===== src/rtl/mem_bus_arbiter_pkg.sv =====
// Shared types for the two-master external memory bus arbiter.
package mem_bus_arbiter_pkg;

    // One cycle per state; every transaction walks the full sequence.
    typedef enum logic [2:0] {
        IDLE,
        ADDR,
        ACCESS,
        DATA,
        DONE
    } bus_state_t;

    typedef enum logic {
        CPU,
        AUX
    } bus_owner_t;

endpackage


===== src/rtl/mem_bus_arbiter_if.sv =====
// Requester, pad and status signals of the memory bus arbiter.
interface mem_bus_arbiter_if #(
    parameter int unsigned ADDR_W = 16,
    parameter int unsigned DATA_W = 16
);

    logic              CpuReq;
    logic              CpuWrite;
    logic [ADDR_W-1:0] CpuAddr;
    logic [DATA_W-1:0] CpuWData;
    logic              CpuAck;

    logic              AuxReq;
    logic              AuxWrite;
    logic [ADDR_W-1:0] AuxAddr;
    logic [DATA_W-1:0] AuxWData;
    logic              AuxAck;

    logic [DATA_W-1:0] RData;
    logic [ADDR_W-1:0] MemAddr;
    logic [DATA_W-1:0] MemWData;
    logic              DataOutEn;
    logic [DATA_W-1:0] DataIn;
    logic              ALE;
    logic              ENB;
    logic              nME;
    logic              nOE;
    logic              nWE;
    logic              Busy;

    // Arbiter side.
    modport slave (
        input  CpuReq, CpuWrite, CpuAddr, CpuWData,
        input  AuxReq, AuxWrite, AuxAddr, AuxWData,
        input  DataIn,
        output CpuAck, AuxAck, RData, MemAddr, MemWData, DataOutEn,
        output ALE, ENB, nME, nOE, nWE, Busy
    );

    // Requester / environment side.
    modport master (
        output CpuReq, CpuWrite, CpuAddr, CpuWData,
        output AuxReq, AuxWrite, AuxAddr, AuxWData,
        output DataIn,
        input  CpuAck, AuxAck, RData, MemAddr, MemWData, DataOutEn,
        input  ALE, ENB, nME, nOE, nWE, Busy
    );

endinterface


===== src/rtl/mem_bus_arbiter.sv =====
// Round-robin arbiter between CPU and auxiliary masters driving one
// asynchronous external memory through a fixed five-cycle strobe sequence.
module mem_bus_arbiter
    import mem_bus_arbiter_pkg::*;
#(
    parameter int unsigned ADDR_W = 16,
    parameter int unsigned DATA_W = 16
) (
    input  logic             Clock,
    input  logic             nReset,
    mem_bus_arbiter_if.slave bus
);

    bus_state_t        state;
    bus_state_t        stateNext;
    bus_owner_t        owner;
    bus_owner_t        lastGnt;
    bus_owner_t        grant;
    logic              granted;
    logic              latWrite;
    logic [ADDR_W-1:0] latAddr;
    logic [DATA_W-1:0] latWData;
    logic [DATA_W-1:0] rData;

    assign bus.MemAddr  = latAddr;
    assign bus.MemWData = latWData;
    assign bus.RData    = rData;
    assign bus.Busy     = (state != IDLE);

    // Grant selection, next state and strobe decode from the current state.
    always_comb begin
        stateNext     = state;
        grant         = CPU;
        granted       = 1'b0;
        bus.ALE       = 1'b0;
        bus.ENB       = 1'b0;
        bus.nME       = 1'b1;
        bus.nOE       = 1'b1;
        bus.nWE       = 1'b1;
        bus.DataOutEn = 1'b0;
        bus.CpuAck    = 1'b0;
        bus.AuxAck    = 1'b0;
        unique case (state)
            IDLE: begin
                if (bus.CpuReq && bus.AuxReq) begin
                    granted = 1'b1;
                    // Tie goes to whoever did not win last time.
                    grant   = (lastGnt == CPU) ? AUX : CPU;
                end else if (bus.CpuReq) begin
                    granted = 1'b1;
                    grant   = CPU;
                end else if (bus.AuxReq) begin
                    granted = 1'b1;
                    grant   = AUX;
                end
                if (granted) stateNext = ADDR;
            end
            ADDR: begin
                bus.ALE   = 1'b1;
                stateNext = ACCESS;
            end
            ACCESS: begin
                bus.nME = 1'b0;
                if (latWrite) begin
                    bus.nWE       = 1'b0;
                    bus.DataOutEn = 1'b1;
                end else begin
                    bus.nOE = 1'b0;
                end
                stateNext = DATA;
            end
            DATA: begin
                bus.nME = 1'b0;
                if (latWrite) begin
                    // nWE already released; keep driving data for hold time.
                    bus.DataOutEn = 1'b1;
                end else begin
                    bus.nOE = 1'b0;
                    bus.ENB = 1'b1;
                end
                stateNext = DONE;
            end
            DONE: begin
                bus.CpuAck = (owner == CPU);
                bus.AuxAck = (owner == AUX);
                stateNext  = IDLE;
            end
            default: stateNext = IDLE;
        endcase
    end

    // State register, operand latches, read capture and round-robin history.
    always_ff @(posedge Clock or negedge nReset) begin
        if (!nReset) begin
            state    <= IDLE;
            owner    <= CPU;
            lastGnt  <= AUX;
            latWrite <= 1'b0;
            latAddr  <= '0;
            latWData <= '0;
            rData    <= '0;
        end else begin
            state <= stateNext;
            if (state == IDLE && granted) begin
                owner    <= grant;
                latWrite <= (grant == CPU) ? bus.CpuWrite : bus.AuxWrite;
                latAddr  <= (grant == CPU) ? bus.CpuAddr  : bus.AuxAddr;
                latWData <= (grant == CPU) ? bus.CpuWData : bus.AuxWData;
            end
            if (state == DATA && !latWrite) rData <= bus.DataIn;
            if (state == DONE) lastGnt <= owner;
        end
    end

endmodule


===== src/flat_wrapper.sv =====
// flat-port wrapper written by rule: the top's interface ports become plain ports
module mem_bus_arbiter_flat import mem_bus_arbiter_pkg::*;
#(
    parameter int unsigned ADDR_W = 16,
    parameter int unsigned DATA_W = 16
)
  (Clock, nReset, bus_CpuReq, bus_CpuWrite, bus_CpuAddr, bus_CpuWData, bus_AuxReq, bus_AuxWrite, bus_AuxAddr, bus_AuxWData, bus_DataIn, bus_CpuAck, bus_AuxAck, bus_RData, bus_MemAddr, bus_MemWData, bus_DataOutEn, bus_ALE, bus_ENB, bus_nME, bus_nOE, bus_nWE, bus_Busy);
  mem_bus_arbiter_if #(.ADDR_W(ADDR_W), .DATA_W(DATA_W)) bus_i ();
  input  logic Clock;
  input  logic nReset;
  input wire logic [$bits(bus_i.CpuReq)-1:0] bus_CpuReq;
  input wire logic [$bits(bus_i.CpuWrite)-1:0] bus_CpuWrite;
  input wire logic [$bits(bus_i.CpuAddr)-1:0] bus_CpuAddr;
  input wire logic [$bits(bus_i.CpuWData)-1:0] bus_CpuWData;
  input wire logic [$bits(bus_i.AuxReq)-1:0] bus_AuxReq;
  input wire logic [$bits(bus_i.AuxWrite)-1:0] bus_AuxWrite;
  input wire logic [$bits(bus_i.AuxAddr)-1:0] bus_AuxAddr;
  input wire logic [$bits(bus_i.AuxWData)-1:0] bus_AuxWData;
  input wire logic [$bits(bus_i.DataIn)-1:0] bus_DataIn;
  output wire logic [$bits(bus_i.CpuAck)-1:0] bus_CpuAck;
  output wire logic [$bits(bus_i.AuxAck)-1:0] bus_AuxAck;
  output wire logic [$bits(bus_i.RData)-1:0] bus_RData;
  output wire logic [$bits(bus_i.MemAddr)-1:0] bus_MemAddr;
  output wire logic [$bits(bus_i.MemWData)-1:0] bus_MemWData;
  output wire logic [$bits(bus_i.DataOutEn)-1:0] bus_DataOutEn;
  output wire logic [$bits(bus_i.ALE)-1:0] bus_ALE;
  output wire logic [$bits(bus_i.ENB)-1:0] bus_ENB;
  output wire logic [$bits(bus_i.nME)-1:0] bus_nME;
  output wire logic [$bits(bus_i.nOE)-1:0] bus_nOE;
  output wire logic [$bits(bus_i.nWE)-1:0] bus_nWE;
  output wire logic [$bits(bus_i.Busy)-1:0] bus_Busy;
  assign bus_i.CpuReq = bus_CpuReq;
  assign bus_i.CpuWrite = bus_CpuWrite;
  assign bus_i.CpuAddr = bus_CpuAddr;
  assign bus_i.CpuWData = bus_CpuWData;
  assign bus_i.AuxReq = bus_AuxReq;
  assign bus_i.AuxWrite = bus_AuxWrite;
  assign bus_i.AuxAddr = bus_AuxAddr;
  assign bus_i.AuxWData = bus_AuxWData;
  assign bus_i.DataIn = bus_DataIn;
  assign bus_CpuAck = bus_i.CpuAck;
  assign bus_AuxAck = bus_i.AuxAck;
  assign bus_RData = bus_i.RData;
  assign bus_MemAddr = bus_i.MemAddr;
  assign bus_MemWData = bus_i.MemWData;
  assign bus_DataOutEn = bus_i.DataOutEn;
  assign bus_ALE = bus_i.ALE;
  assign bus_ENB = bus_i.ENB;
  assign bus_nME = bus_i.nME;
  assign bus_nOE = bus_i.nOE;
  assign bus_nWE = bus_i.nWE;
  assign bus_Busy = bus_i.Busy;
  mem_bus_arbiter #(.ADDR_W(ADDR_W), .DATA_W(DATA_W)) u_core (.Clock(Clock), .nReset(nReset), .bus(bus_i));
endmodule

===== config.mk =====
export PLATFORM = sky130hd
export DESIGN_NAME = mem_bus_arbiter_flat
export DESIGN_NICKNAME = d
export VERILOG_FILES = /design/src/rtl/mem_bus_arbiter_pkg.sv /design/src/rtl/mem_bus_arbiter_if.sv /design/src/rtl/mem_bus_arbiter.sv /design/src/flat_wrapper.sv
export SDC_FILE = /design/constraint.sdc
export NUM_CORES = 1
export LEC_CHECK = 0
export CAP_MARGIN = 10
export CORE_MARGIN = 4
export CORE_UTILIZATION = 39
export DETAILED_ROUTE_END_ITERATION = 10
export MAX_ROUTING_LAYER = met4
export PLACE_DENSITY_LB_ADDON = 0.1
export SKIP_LAST_GASP = 1
export SLEW_MARGIN = 10
export SYNTH_ARGS = -nofsm -noshare
export SYNTH_HDL_FRONTEND = slang
export SYNTH_SLANG_ARGS = --single-unit

===== constraint.sdc =====
create_clock -name Clock -period 1.8 [get_ports Clock]
set_input_delay 0.36 -clock Clock [delete_from_list [all_inputs] [get_ports Clock]]
set_output_delay 0.36 -clock Clock [all_outputs]
set_load 0.01 [all_outputs]

# [Word-level counts from Yosys, hierarchy flattened]
# Index checks and enable logic that the tools add are counted.
[totals] ff_bits=54 in_bits=86 output_inout_bits=57 elab_cells=44
[op_classes] n_eq_ne=5 n_mux=24 n_bitwise=1 n_reduce_logical=7
[ops] operator="$mux 16" n=2
[ops] operator="$mux 1" n=20
[ops] operator="$pmux 3 s4" n=1
[ops] operator="$eq 3x2->1 const B" n=2
[ops] operator="$eq 3x1->1 const B" n=1
[ops] operator="$eq 3x3->1 const B" n=1
[ops] operator="$logic_and 1x1->1" n=3
[ops] operator="$logic_not 3->1" n=1
[ops] operator="$mux 3" n=1
[ops] operator="$reduce_bool 3->1" n=1
[ops] operator="$ne 2x1->1 const B" n=1
[ops] operator="$reduce_or 2->1" n=1
[ops] operator="$logic_not 1->1" n=1
[ops] operator="$not 1->1" n=1

# [Longest topological paths before layout]
[logic_depth] depth_word=6 ltp_mapped=6

# [Worst setup path before layout]
# Ideal clock, no wire load.
[synth_path] path_kind="register to register" startpoint="reg u_core.state[1]" endpoint="reg u_core.rData[14] (netlist: u_core.bus.RData[14])" setup_time_ps=127 t_arrival_ps=1415 required_time_ps=1673 slack_ps=258 path_stages_with_launch=6 period_less_slack_ps=1542 cell_sequence="dfrtp_1 -> nor2b_2 -> and3b_1 -> buf_6 -> buf_12 -> mux2_1"
[synth_between] elab_chain_cells=2
[synth_lines] element="from (decl)" line="mem_bus_arbiter.sv:14" text="bus_state_t state;"
[synth_lines] element="from (signal assigned)" line="mem_bus_arbiter.sv:103" text="state <= stateNext;"
[synth_lines] element="$eq 3x2->1" line="mem_bus_arbiter.sv:110" text="if (state == DATA && !latWrite) rData <= bus.DataIn;"
[synth_lines] element="$logic_and 1x1->1" line="mem_bus_arbiter.sv:110"
[synth_lines] element="to (signal assigned)" line="mem_bus_arbiter.sv:110"
[synth_lines] element="to (decl)" line="mem_bus_arbiter.sv:23" text="logic [DATA_W-1:0] rData;"
# No other way between the ends.
# A chain may end at the register's enable or synchronous reset.

# [Worst setup path after layout]
[layout_path] startpoint="reg u_core.state[2]" endpoint="out bus_nWE"
[layout_between] elab_chain_cells=2
[layout_lines] element="$eq 3x2->1" line="mem_bus_arbiter.sv:43" text="unique case (state)"
[layout_lines] element="$mux 1" line="mem_bus_arbiter.sv:43"
[layout_lines] element="to (decl)" line="flat_wrapper.sv:30" text="output wire logic [$bits(bus_i.nWE)-1:0] bus_nWE;"
# No other way between the ends.

==> metrics.cfg <==
[status]
outcome=complete, but fails checks
violations=negative hold slack

[route]
drc=0
postRouteAntennaNets=0
via_per_inst=5.35
dr.pass1.iters=4
post_drt_wl_per_cell_um=18.3
routed_wl_um=8930
via_count=2606
first_iter_violations=65

[place]
hpwl_um=5450
place_congestion=0.753
portBuffers=142
placed_area_um2=4150
post-place-ws_ps=-421
placed_cells=460

[clocking]
h-tree-depth=2
cts_tree=done
clock_latency_ps=310
clkTransAtPathRegs_ps=100
cts_sinks=54
cts_hold_buf=0
clockRootBuffer=clkbuf_8
clk_path_buf_depth=2
cts-buffers-inserted=5

[die]
start_util_pct=40.2
io_pins=143
die_x_um=89.2
dieArea_um2=7950
die_h_um=89.2
coreArea_um2=6390
row_count=29

[layout]
drive_above_1_share_pct=24.9
fin_area_um2=4860
fin_cells=487
final_core_util_pct=76.2
final_cell_mix=132 x clkdlybuf4s50_1, 50 x dfrtp_1, 36 x nor2_1
diodes=0
final_common_cell=clkdlybuf4s50_1
final_net_count=495
syn_to_final_growth_pct=89.3

[grt]
grt_pass1_wl_um=12300
grt_usage_pct=20.8
antenna_found_initial=0
grt_pass1_vias=2484
grt.overflow.total=0
grt_max_degree=35

[worst_setup_path]
regToRegEndpoint=u_core.bus.MemAddr[15]$_DFFE_PN0P_
r2r_slack_ps=100
crit_path_max_fanout=5
rr_worst_depth=6
startpoint_type=flip-flop
end_kind=output pin
critPathRequiredTime_ps=1440
criticalPathCategory=reg -> out
cp.arrival_ps=1420
worstReg2RegStart=u_core.state[2]$_DFFE_PN0P_

[timing]
worstMarginPinSlew_ps=791
fmax_ghz=0.561
fin_hold_ws_ps=-6.45
finalSetupViolCount=0
max-slew-margin-rel_pct=47.1
layout_min_cycle_time_ps=1780
grt_setup_unrepaired=true
slew_viol_final=0
skew_ps=9.02
fin_crit_sh_pct=99.0
setup_slack_ps=17.5
final_hold_viol_count=9

[synthesis]
synth.area.mux_share_pct=8.18
synthesis.area_um2=2570
syn-num-nets=334
syn_avg_cell_area_um2=10.4
synth.distinct_cells=31
synth_compound_area_share_pct=24.3
yosysWarnings=0
synth_top_family_by_area=compound AO/OA/AOI/OAI gates
yosys.area_share.simple_pct=8.76
synth_fa_ha_area_share_pct=0
syn_inst=248
synth_seq_area_share_pct=52.6
synth_seq_cells=54
synthXorXnorAreaFrac_pct=0.341

[worst_hold_path]
min_path_type=in -> async

[pwr]
power.leakage_nw=1.98
power_density_nw_per_um2=1660
ir_drop_mv=1.14

[flow_run]
drv_cap=0

## critical path: stages (launching register included)
cell and delay (ps):
dfrtp_2 450, nor2b_2 150, and2_1 160, nand2b_1 60
dlygate4sd2_1 290
## stage by stage
stage | total power, mW | setup TNS, ps
after floorplan | 3.98 | 0
after global placement | 5.78 | -11020
final | 8.07 | 0
after CTS | 6.78 | -248
after detailed placement | 5.87 | -12440
after global routing | 8.52 | -81.6
## worst max path at each step
stage                     cells after the start  slack (ps)                                  end                         from
after floorplan                               5         260     u_core.bus.RData[14]$_DFFE_PN0P_  u_core.state[1]$_DFFE_PN0P_
after global placement                        4        -370   u_core.bus.MemWData[0]$_DFFE_PN0P_                   bus_CpuReq
after detailed placement                      4        -420  u_core.bus.MemWData[12]$_DFFE_PN0P_                   bus_CpuReq
after CTS                                     5         -90                             bus_Busy  u_core.state[1]$_DFFE_PN0P_
after global routing                          4         -70                              bus_nWE  u_core.state[2]$_DFFE_PN0P_
final                                         4          20                              bus_nWE  u_core.state[2]$_DFFE_PN0P_
## synthesized netlist by cell type
cell,instances,area [um2]
nor3_4,1,16.3
nand2_1,1,3.75
inv_2,1,3.75
nor3b_1,1,7.51
o21ai_2,1,8.76
nor3_1,2,10.0
o21ai_0,28,140
xnor2_1,1,8.76
dfrtp_1,53,1330
a21o_1,1,7.51
and3b_1,1,8.76
a21bo_2,1,10.0
inv_1,1,3.75
buf_6,5,56.3
nor2_1,37,139
buf_12,1,20.0
nor2b_2,1,8.76
mux2_2,7,78.8
and3_1,1,6.26
dfstp_2,1,26.3
mux2_1,1,11.3
and2_1,2,12.5
buf_2,4,20.0
o31ai_1,33,248
o21ai_1,5,25.0
mux2_4,8,120
clkbuf_1,12,45.0
a21boi_2,1,11.3
nand2b_1,2,12.5
a22o_1,1,8.76
a21oi_1,33,165
## cell type report
cell class                      instances  area, um2
Tap cell                               77       96.3
Clock buffer                            7       86.3
Inverter                                2       7.51
Fill cell                             459       1520
Multi-Input combinational cell        170       1450
Clock inverter                          1       5.00
Timing Repair Buffer                  176       1860
Sequential cell                        54       1360
## power breakdown
part | total (mW) | internal (mW) | switching, mW
Combinational | 5.20 | 2.88 | 2.32
Sequential | 2.14 | 1.81 | 0.330
Clock | 0.728 | 0.312 | 0.416
## routing by layer
metal  up-vias  wire, um  global-route usage, %
met1      1274      3760                   26.5
met4         0       136                   4.06
met5         -         0                      -
li1       1218         -                      -
met3        12       665                   4.42
met2       102      4370                   34.4
## kinds of logic (layout without fill, tap and decap cells)
logic type             after synthesis  in the layout
buffers and inverters               24            186
AND/OR/NAND/NOR                     49             49
XOR/XNOR                             1              1
AO/OA/AOI/OAI                      104            104
flip-flops                          54             54
multiplexers                        16             16
## flip-flops by register name, indices dropped and copies added (netlist names)
name                 cells
u_core.bus.MemAddr      16
u_core.bus.MemWData     16
u_core.bus.RData        16
u_core.state             3
u_core.lastGnt           1
u_core.latWrite          1
u_core.owner             1
## repair_timing
item	in CTS	in global routing
endpoints found under the hold margin	0	0
gates resized for setup	15	87
gates cloned	1	6
endpoints found under the setup margin	38	42
buffers inserted	5	8
pin swaps	1	27
No activity file was read; power rests on OpenSTA's default activity.
